===== src/rtl/seq_det_pkg.sv =====
// Shared constants and helpers for the serial pattern detector.
package seq_det_pkg;

  // Widest pattern the detector is meant to be built with.
  localparam int PAT_LEN_MAX = 16;

  // Pattern register value after reset (all-ones, sliced to PAT_LEN).
  localparam logic [PAT_LEN_MAX-1:0] PAT_RESET = '1;

  // Width needed to count 0..pat_len valid history bits.
  function automatic int fill_width(input int pat_len);
    return $clog2(pat_len + 1);
  endfunction

endpackage


===== src/rtl/seq_shift_hist.sv =====
// Serial shift history plus saturating fill counter for seq_pattern_detector.
// Newest bit enters at the LSB. The next-state values go back to the top level,
// so the match compare sees the history including the bit being sampled now.
module seq_shift_hist #(
  parameter int PAT_LEN = 4,
  parameter int FILL_W  = 3
) (
  input  logic               clock,
  input  logic               reset_n,
  input  logic               w,
  input  logic               sample,     // take w on this edge
  input  logic               load,       // pattern reload: clear history and fill
  input  logic               restart,    // non-overlap match: restart fill, keep history
  output logic [FILL_W-1:0]  fill,
  output logic [PAT_LEN-1:0] hist_next,
  output logic [FILL_W-1:0]  fill_next
);

  logic [PAT_LEN-1:0] hist;

  assign hist_next = {hist[PAT_LEN-2:0], w};
  assign fill_next = (fill == FILL_W'(PAT_LEN)) ? fill : fill + FILL_W'(1);

  // History and fill update: load clears, a sample shifts in w and advances fill.
  // NOTE: sequential state uses non-blocking assignments so every register sees
  // the pre-edge values of its neighbours, whatever order the statements are in.
  always_ff @(posedge clock) begin
    if (!reset_n) begin
      hist <= '0;
      fill <= '0;
    end else if (load) begin
      hist <= '0;
      fill <= '0;
    end else if (sample) begin
      hist <= hist_next;
      fill <= restart ? '0 : fill_next;
    end
  end

endmodule


===== src/rtl/seq_pattern_detector.sv =====
// Run-time loadable serial pattern detector with overlap control, a registered
// one-cycle match pulse and a saturating match counter.
// Optional feature: define SEQDET_MASK_EN to add a care_mask input; only bits
// with mask_q=1 take part in the compare.
module seq_pattern_detector
  import seq_det_pkg::*;
#(
  parameter  int PAT_LEN = 4,
  parameter  int CNT_W   = 8,
  localparam int FILL_W  = fill_width(PAT_LEN)
) (
  input  logic               clock,
  input  logic               reset_n,
  input  logic               w,
  input  logic               w_valid,
  input  logic               load,
  input  logic [PAT_LEN-1:0] pattern,
`ifdef SEQDET_MASK_EN
  input  logic [PAT_LEN-1:0] care_mask,
`endif
  input  logic               overlap,
  input  logic               clr_count,
  output logic               z,
  output logic [FILL_W-1:0]  fill,
  output logic [CNT_W-1:0]   match_count,
  output logic [PAT_LEN-1:0] pat_q
);

  logic [PAT_LEN-1:0] hist_next;
  logic [FILL_W-1:0]  fill_next;
  logic               sample;
  logic               full;
  logic               equal;
  logic               match;
  logic               restart;

  // A load in the same cycle swallows the sample, so it can never match.
  assign sample  = w_valid & ~load;
  assign full    = (fill_next == FILL_W'(PAT_LEN));
  assign match   = sample & full & equal;
  assign restart = match & ~overlap;

`ifdef SEQDET_MASK_EN
  logic [PAT_LEN-1:0] mask_q;

  assign equal = (((hist_next ^ pat_q) & mask_q) == '0);

  // Care mask register, captured alongside the pattern.
  always_ff @(posedge clock) begin
    if (!reset_n) begin
      mask_q <= '1;
    end else if (load) begin
      mask_q <= care_mask;
    end
  end
`else
  assign equal = (hist_next == pat_q);
`endif

  seq_shift_hist #(
    .PAT_LEN (PAT_LEN),
    .FILL_W  (FILL_W)
  ) u_hist (
    .clock     (clock),
    .reset_n   (reset_n),
    .w         (w),
    .sample    (sample),
    .load      (load),
    .restart   (restart),
    .fill      (fill),
    .hist_next (hist_next),
    .fill_next (fill_next)
  );

  // Pattern register, reloaded on load and restored to all-ones by reset.
  always_ff @(posedge clock) begin
    if (!reset_n) begin
      pat_q <= PAT_RESET[PAT_LEN-1:0];
    end else if (load) begin
      pat_q <= pattern;
    end
  end

  // Registered match pulse: high for exactly the cycle after a matching sample.
  always_ff @(posedge clock) begin
    if (!reset_n) begin
      z <= 1'b0;
    end else begin
      z <= match;
    end
  end

  // Saturating match counter; a clear wins over a simultaneous increment.
  always_ff @(posedge clock) begin
    if (!reset_n) begin
      match_count <= '0;
    end else if (clr_count) begin
      match_count <= '0;
    end else if (match && (match_count != '1)) begin
      match_count <= match_count + CNT_W'(1);
    end
  end

endmodule


===== config.mk =====
export PLATFORM = sky130hd
export DESIGN_NAME = seq_pattern_detector
export DESIGN_NICKNAME = d
export VERILOG_FILES = /design/src/rtl/seq_det_pkg.sv /design/src/rtl/seq_shift_hist.sv /design/src/rtl/seq_pattern_detector.sv
export SDC_FILE = /design/constraint.sdc
export NUM_CORES = 1
export LEC_CHECK = 0
export CORE_MARGIN = 2
export CORE_UTILIZATION = 47
export DETAILED_ROUTE_END_ITERATION = 16
export PLACE_DENSITY_LB_ADDON = 0.3
export SLEW_MARGIN = 10
export SYNTH_ARGS = -nofsm -noshare
export SYNTH_HDL_FRONTEND = slang
export SYNTH_HIERARCHICAL = 1
export SYNTH_SLANG_ARGS = --single-unit
export TNS_END_PERCENT = 10

===== constraint.sdc =====
create_clock -name clock -period 2.85 [get_ports clock]
set_input_delay 0.4275 -clock clock [delete_from_list [all_inputs] [get_ports clock]]
set_output_delay 0.4275 -clock clock [all_outputs]
set_load 0.01 [all_outputs]

==> impl_metrics.yaml, run 1 <==
clock_network:
  htree_num_levels: 1
  hold_buffers: 0
  cts_setup_buffers: 0
  cts_tree: "done"
  cts_sinks: 19
  root_buffer: "clkbuf_4"
  cts_inserted_buffers: 3
  cts_buffer_depth: 2
  cts_resized: 0
  path_clk_slew_ns: 0.11
  clk_latency_ns: 0.29
timing:
  fin_ws_ns: 0.505
  final-hold-violation-count: 0
  skew_ns: 0.00353
  min_period_ns: 2.34
  finalSetupViolations: 0
  maxSlewHeadroom: 0.753
  slew_viol_final: 0
  worstMarginPinSlew_ns: 0.369
  finalCritPeriodShare: 0.823
  rsz0062_at_grt: "false"
  fmax_mhz: 426
  fin_setup_tns_ns: 0
final_layout:
  finalNonFillerCells: 167
  area_growth_syn_to_layout_pct: 26.9
  layout.nets: 154
  drive_gt1_frac: 0.101
  diodes: 0
  fill_cells: 196
placement:
  hpwl_mm: 1.55
  dp_slack_ns: 0.348
  place.gp.congestion: 0.811
  io_buffers: 26
  dp_cells: 163
critical_path:
  crit_type: "register to register"
  worstPathRequired_ns: 3.08
  critPathLaunchType: "register"
  end_kind: "register"
  cp_max_fo: 12
  worstPathArrival_ns: 2.58
global_routing:
  overflow: 0
  grt_pass1_vias: 819
  grtUsageTotal: 0.172
  grt_pass1_wl_mm: 3.44
  grt_max_degree: 13
  grt_antenna_before_repair: 0
floorplanning:
  dieWidth_um: 51.2
  start_util: 0.487
  ios: 27
  die_h_um: 51.2
  num_rows: 17
  die_area_um2: 2620
  core_um2: 2150
routing:
  ant_nets: 0
  vias: 900
  drt_iter0_markers: 13
  routedWlPerCell_um: 11.9
  finalWirelength_mm: 1.99
  viasPerCell: 5.39
  drcViolationCount: 0
  firstDrtPassIters: 6
outcome:
  status: "complete, no violations"
power_and_ir_drop:
  powerDensity_nw_per_um2: 354
  leakage_uw: 0.000457
  vdd_drop_max_mv: 0.244
  power_uw: 470
run:
  drv_cap: 0
yosys:
  yosysTopAreaCell: "dfxtp_1"
  avgSynthCellArea_um2: 9.26
  yosysWarnings: 6
  syn-cell-area_um2: 1050
  synth_top_area_frac: 0.364
  synth-seq-cells: 19
  ys_seq_area_frac: 0.364
  synth_area_leaders: "dfxtp_1 (36%), mux2i_1 (11%), nand2_1 (4.7%)"
  syn-num-nets: 127
  synth_cell_type_count: 33
  syn_inst: 113
worst_hold_path:
  hp-class: "register to register"
==> worst max-delay path, cell delays in order, from the launching register on <==
cell and delay (ns):
dfxtp_1 0.40, inv_1 0.08, ha_1 0.20, nand2_1 0.08, xnor2_1 0.15, inv_1 0.11, nor4b_4 0.25, nand4_2 0.31
or4_1 0.57, a21oi_1 0.14
==> per-layer routing <==
metal  up-vias  GRT usage  wire (µm)
met5         -          0          0
met4         0     0.0541         12
met3         2     0.0263        154
met2        39      0.286        905
met1       407      0.228        920
li1        452          -          -
==> flip-flops by register name (all words and copies together), names as in the netlist <==
register,flops
match_count,8
pat_q,4
u_hist/fill,3
u_hist/hist,3
z,1
==> report_power, final <==
part	internal (µW)	switching, µW	total (µW)
Sequential	270	4.45	274
Clock	52.2	84.1	136
Combinational	33.5	26.1	59.6
==> cells in the mapped netlist, drive strengths merged <==
cell     n
a21oi    3
and2     2
and2b    2
buf      4
dfxtp   19
ha       3
inv      9
mux2i   11
nand2   13
nand2b   2
nand3    3
nand3b   1
nand4    4
nor2     6
nor3     2
nor4     2
nor4b    4
o211ai   1
o21a     2
o21ai    3
o22ai    1
o31ai    2
o32ai    2
or2      3
or3      1
or3b     1
or4      2
xnor2    5
==> per-stage QoR <==
stage           util  cell area (µm²)  hold slack (ns)
2_1_floorplan      -             1050            0.482
3_3_place_gp   0.605             1300            0.484
3_5_place_dp   0.605             1300            0.490
4_1_cts        0.618             1330            0.512
5_1_grt        0.618             1330            0.539
6_report       0.618             1330            0.505
==> final timing paths <==
path                                     start        endpoint  slack (ns)  cells after the start
worst max register to register  u_hist/fill[0]  match_count[4]        0.51                      9
worst max-delay path            u_hist/fill[0]  match_count[4]        0.51                      9
worst min register to register  match_count[6]  match_count[6]        0.50                      2
worst min-delay path            match_count[6]  match_count[6]        0.50                      2
==> cell usage in the layout (no fill, tap or decap) <==
master,count
a21oi_1,3
and2_1,2
and2b_2,2
clkbuf_4,3
clkdlybuf4s50_1,26
clkinv_2,1
dfxtp_1,19
ha_1,3
inv_1,9
mux2i_1,11
nand2_1,13
nand2b_1,1
nand2b_4,1
nand3_1,3
nand3b_1,1
nand4_1,3
nand4_2,1
nor2_1,6
nor3_1,2
nor4_1,2
nor4b_1,2
nor4b_2,1
nor4b_4,1
o211ai_2,1
o21a_1,2
o21ai_0,3
o22ai_1,1
o31ai_1,2
o32ai_1,2
or2_2,3
or3_1,1
or3b_1,1
or4_1,2
xnor2_1,5
==> final cells by class <==
class	count	area, µm²	area share
multi-input combinational	81	591	0.445
sequential	19	380	0.287
timing repair buffer	26	260	0.196
tap	28	35.0	0.0264
inverter	9	33.8	0.0254
clock buffer	3	22.5	0.0170
clock inverter	1	5.00	0.00377
==> logic make-up after synthesis <==
logic type | count (synthesis) | synth area share
AND/OR/NAND/NOR | 48 | 0.289
flip-flops | 19 | 0.364
AO/OA/AOI/OAI | 14 | 0.0921
buffers and inverters | 13 | 0.0718
multiplexers | 11 | 0.105
XOR/XNOR | 5 | 0.0419
adder cells (fa/ha/maj) | 3 | 0.0359
Power figures use the tool's default switching activity.
==> run 2, diff against run 1 <==
Clock period 2.85 ns to 2.4 ns, I/O delays scaled along.
==> run 2 against run 1 <==
Against the previous run:
- sequential share of layout area fell by 0.39 points
- non-clock buffer count rose by 1
- clock skew fell by 0.0022 ns
- worst setup slack got worse by 0.29 ns
- worst hold slack got worse by 0.0053 ns
- global-route usage fell by 0.22 points
- total power rose by 19%
- clock-buffer cell count rose by 1
- highest routed layer unchanged
==> impl_metrics.yaml, run 2 (synthesized netlist as in run 1, its figures left out) <==
clock_network:
  htree_num_levels: 1
  clk_latency_ns: 0.29
  cts_sinks: 19
  cts_inserted_buffers: 3
  hold_buffers: 0
  root_buffer: "clkbuf_4"
  path_clk_slew_ns: 0.11
  cts_resized: 0
  cts_buffer_depth: 2
  cts_setup_buffers: 0
  cts_tree: "done"
placement:
  place.gp.congestion: 0.788
  io_buffers: 26
  dp_cells: 164
  hpwl_mm: 1.55
  dp_slack_ns: 0.106
final_layout:
  largest_reg_flops: 8
  layout.nets: 155
  regArea_um2: 382
  mostFrequentLayoutCell: "clkdlybuf4s50_1"
  diodes: 0
  regMostFlops: "match_count"
  fill_cells: 194
  reg.largest.list: "match_count x8, pat_q x4"
  multiInputGateArea_um2: 606
  area_growth_syn_to_layout_pct: 29.1
  final_core_utilization: 0.628
  final_cell_mix: "clkdlybuf4s50_1 (26), dfxtp_1 (18), nand2_1 (13)"
  drive_gt1_frac: 0.114
  finalNonFillerCells: 168
timing:
  skew_ns: 0.00131
  worstMarginPinSlew_ns: 0.366
  finalSetupViolations: 0
  maxSlewHeadroom: 0.754
  fin_setup_tns_ns: 0
  fin_ws_ns: 0.214
  fmax_mhz: 457
  rsz0062_at_grt: "false"
  slew_viol_final: 0
  finalCritPeriodShare: 0.911
  min_period_ns: 2.19
  final-hold-violation-count: 0
run:
  drv_cap: 0
critical_path:
  cp_max_fo: 12
  worstPathRequired_ns: 2.63
  worstPathArrival_ns: 2.41
  end_kind: "register"
  crit_type: "register to register"
  critPathLaunchType: "register"
routing:
  drt_iter0_markers: 12
  vias: 897
  ant_nets: 0
  viasPerCell: 5.34
  finalWirelength_mm: 1.99
  routedWlPerCell_um: 11.8
  drcViolationCount: 0
  firstDrtPassIters: 4
floorplanning:
  die_area_um2: 2620
  ios: 27
  core_um2: 2150
  num_rows: 17
  die_h_um: 51.2
  dieWidth_um: 51.2
  start_util: 0.487
power_and_ir_drop:
  p_seq_frac: 0.581
  switchingPower_uw: 134
  powerDensity_nw_per_um2: 415
  leakage_uw: 0.000467
  power_uw: 560
  p_clk_frac: 0.288
  vdd_drop_max_mv: 0.274
  switching_share: 0.239
  p_int_uw: 426
  pwr-share-comb: 0.131
outcome:
  status: "complete, no violations"
worst_hold_path:
  hp-class: "register to register"
global_routing:
  grt_pass1_vias: 791
  overflow: 0
  grt_pass1_wl_mm: 3.39
  grt_max_degree: 13
  grt_antenna_before_repair: 0
  grtUsageTotal: 0.170
[run 2: per-stage QoR]
| stage | hold WS [ns] | instance area (µm²) |
|---|---|---|
| floorplan | 0.422 | 1050 |
| global placement | 0.480 | 1310 |
| detailed placement | 0.488 | 1310 |
| CTS | 0.505 | 1330 |
| global route | 0.539 | 1350 |
| finish | 0.499 | 1350 |
[run 2: layout make-up]
class / instances / share of cell area
Multi-Input combinational cell: 81 / 0.449
Clock buffer: 4 / 0.0195
Sequential cell: 19 / 0.283
Inverter: 9 / 0.0250
Timing Repair Buffer: 27 / 0.198
Tap cell: 28 / 0.0260
[run 2: final timing paths]
kind                            cells after the start  slack (ns)           start              to
worst max-delay path                                9        0.21  u_hist/fill[0]  match_count[4]
worst min register to register                      2        0.50  match_count[6]  match_count[6]
worst max register to register                      9        0.21  u_hist/fill[0]  match_count[4]
worst min-delay path                                2        0.50  match_count[6]  match_count[6]
[run 2: power by group through the flow]
| stage | logic, µW | registers [µW] | clock network, µW |
|---|---|---|---|
| detailed placement | 72.3 | 333 | 0 |
| CTS | 72.5 | 326 | 168 |
| global placement | 71.1 | 332 | 0 |
| floorplan | 39.6 | 334 | 0 |
| global route | 80.3 | 327 | 179 |
| finish | 73.1 | 326 | 161 |
[run 2: worst max-delay path, cell delays in order (launching register included)]
cell	delay (ns)
dfxtp_2	0.37
inv_1	0.06
ha_1	0.20
nand2_1	0.08
xnor2_1	0.14
inv_1	0.09
nor4b_4	0.29
nand4_4	0.22
or4_1	0.54
a21oi_1	0.14
[run 2: per-layer routing]
layer,up-vias,track usage,wire length [µm]
met1,413,0.233,963
met5,-,0,0
met3,2,0.0351,86
met4,0,0.0405,17
met2,29,0.273,918
li1,453,-,-
==> run 3, diff against run 2 <==
Settings changed: CORE_ASPECT_RATIO set to 0.9, MAX_ROUTING_LAYER set to met4.
==> run 3 against run 2 <==
Against the previous run:
- largest power group unchanged
- fmax is 3.9% lower
- clock skew rose by 0.0061 ns
- worst setup slack worse by 0.089 ns
- final area rose by 1.8%
- routed wire length up 16%
==> impl_metrics.yaml, run 3 (synthesized netlist as in run 1, its figures left out) <==
outcome:
  status: "complete, no violations"
timing:
  rsz0062_at_grt: "true"
  slew_viol_final: 0
  maxSlewHeadroom: 0.691
  fin_ws_ns: 0.125
  fin_setup_tns_ns: 0
  fmax_mhz: 440
  finalSetupViolations: 0
  skew_ns: 0.00736
  finalCritPeriodShare: 0.948
  worstMarginPinSlew_ns: 0.460
  final-hold-violation-count: 0
  hold_slack_ns: 0.532
  min_period_ns: 2.28
clock_network:
  cts_buffer_depth: 2
  clk_latency_ns: 0.31
  htree_num_levels: 1
  path_clk_slew_ns: 0.11
  hold_buffers: 0
  cts_sinks: 19
  cts_tree: "done"
  root_buffer: "clkbuf_4"
  cts_inserted_buffers: 3
worst_hold_path:
  hold_depth: 2
  hp-class: "register to register"
routing:
  firstDrtPassIters: 3
  viasPerCell: 5.44
  ant_nets: 0
  vias: 919
  finalWirelength_mm: 2.31
  routedWlPerCell_um: 13.7
  drcViolationCount: 0
  drt_iter0_markers: 20
placement:
  place.gp.congestion: 0.746
  io_buffers: 26
  hpwl_mm: 1.67
  place_area_um2: 1310
  dp_slack_ns: 0.0283
power_and_ir_drop:
  powerDensity_nw_per_um2: 415
  leakage_uw: 0.000478
  switching_share: 0.252
  pwr-share-comb: 0.133
  p_int_uw: 426
  power_uw: 570
  vdd_drop_max_mv: 0.295
  p_clk_frac: 0.296
  switchingPower_uw: 143
  p_seq_frac: 0.571
critical_path:
  crit_top_cell: "inv_1"
  ff2ff_path_depth: 9
  critical_path_buf_inv_count: 2
  slowest_delay_ns: 0.53
  cp_max_fo: 5
  cp_num_cells: 9
  worstPathCellList: "inv_1 > ha_1 > nand2_1 > xnor2_1 > inv_1 > nor4b_4 > nand4_4 > or4_1 > a21oi_1"
  crit_slowest_cell: "or4_1"
  worstPathRequired_ns: 2.65
  end_kind: "register"
  critPathTopFamily: "simple AND/OR/NAND/NOR gates"
  critPathLaunchType: "register"
  crit_type: "register to register"
  worstPathArrival_ns: 2.52
final_layout:
  largest_reg_flops: 8
  mostFrequentLayoutCell: "clkdlybuf4s50_1"
  area_growth_syn_to_layout_pct: 31.3
  diodes: 0
  fin_area_um2: 1370
  layout.nets: 157
  regMostFlops: "match_count"
  reg.largest.list: "match_count x8, pat_q x4"
  final_cell_mix: "clkdlybuf4s50_1 (26), dfxtp_1 (19), nand2_1 (13)"
  drive_gt1_frac: 0.127
global_routing:
  grt_pass1_vias: 888
  overflow: 0
  grt_max_degree: 13
  grt_antenna_before_repair: 0
  grtUsageTotal: 0.198
  grt_pass1_wl_mm: 3.79
floorplanning:
  die_h_um: 48.8
  start_util: 0.488
  dieWidth_um: 53.7
  core_um2: 2140
  num_rows: 16
  die_area_um2: 2620
  ios: 27
run:
  drv_cap: 0
-- run 3: path summary, 6_finish.rpt --
path             startpoint              to  slack, ns
max          u_hist/fill[0]  match_count[4]       0.12
min          match_count[7]  match_count[7]       0.53
max reg2reg  u_hist/fill[0]  match_count[4]       0.12
min reg2reg  match_count[7]  match_count[7]       0.53
-- run 3: metrics by stage --
| stage | cells | utilization |
|---|---|---|
| 4_1_cts | 167 | 0.622 |
| 3_5_place_dp | 163 | 0.610 |
| 5_1_grt | 169 | 0.641 |
| 6_report | 169 | 0.641 |
| 2_1_floorplan | 113 | - |
| 3_3_place_gp | 163 | 0.610 |
-- run 3: cell type report --
cell class | instances | area [µm²]
clock buffer | 4 | 26.3
timing repair buffer | 28 | 275
sequential | 19 | 380
fill | 171 | 768
inverter | 9 | 33.8
multi-input combinational | 82 | 624
tap | 27 | 33.8
-- run 3: timing repair --
item / CTS / global route
endpoints found under the hold margin: 0 / 0
buffers inserted: 0 / 1
resized for setup: 0 / 3
endpoints found under the setup margin: 0 / 4
-- run 3: per-layer routing --
metal  wire, µm  share of wire  GRT usage
met1       1010           0.44      0.257
met2       1180           0.51      0.313
met3         82          0.036     0.0278
met4         38          0.016     0.0641
met5          0              0          -
-- run 3: tightest hold or removal path, delay by kind of cell, from the launching register on --
kind,cells,cell delay (ns)
flip-flops,1,0.37
multiplexers,1,0.05
AND/OR/NAND/NOR,1,0.07
-- run 3: power by group through the flow --
stage                     Combinational (µW)  Sequential [µW]  Clock, µW
after floorplan                         39.6              334          0
after global placement                  71.1              333          0
after detailed placement                72.8              333          0
after CTS                               73.1              326        168
after global routing                    81.7              327        183
final                                   75.7              325        168
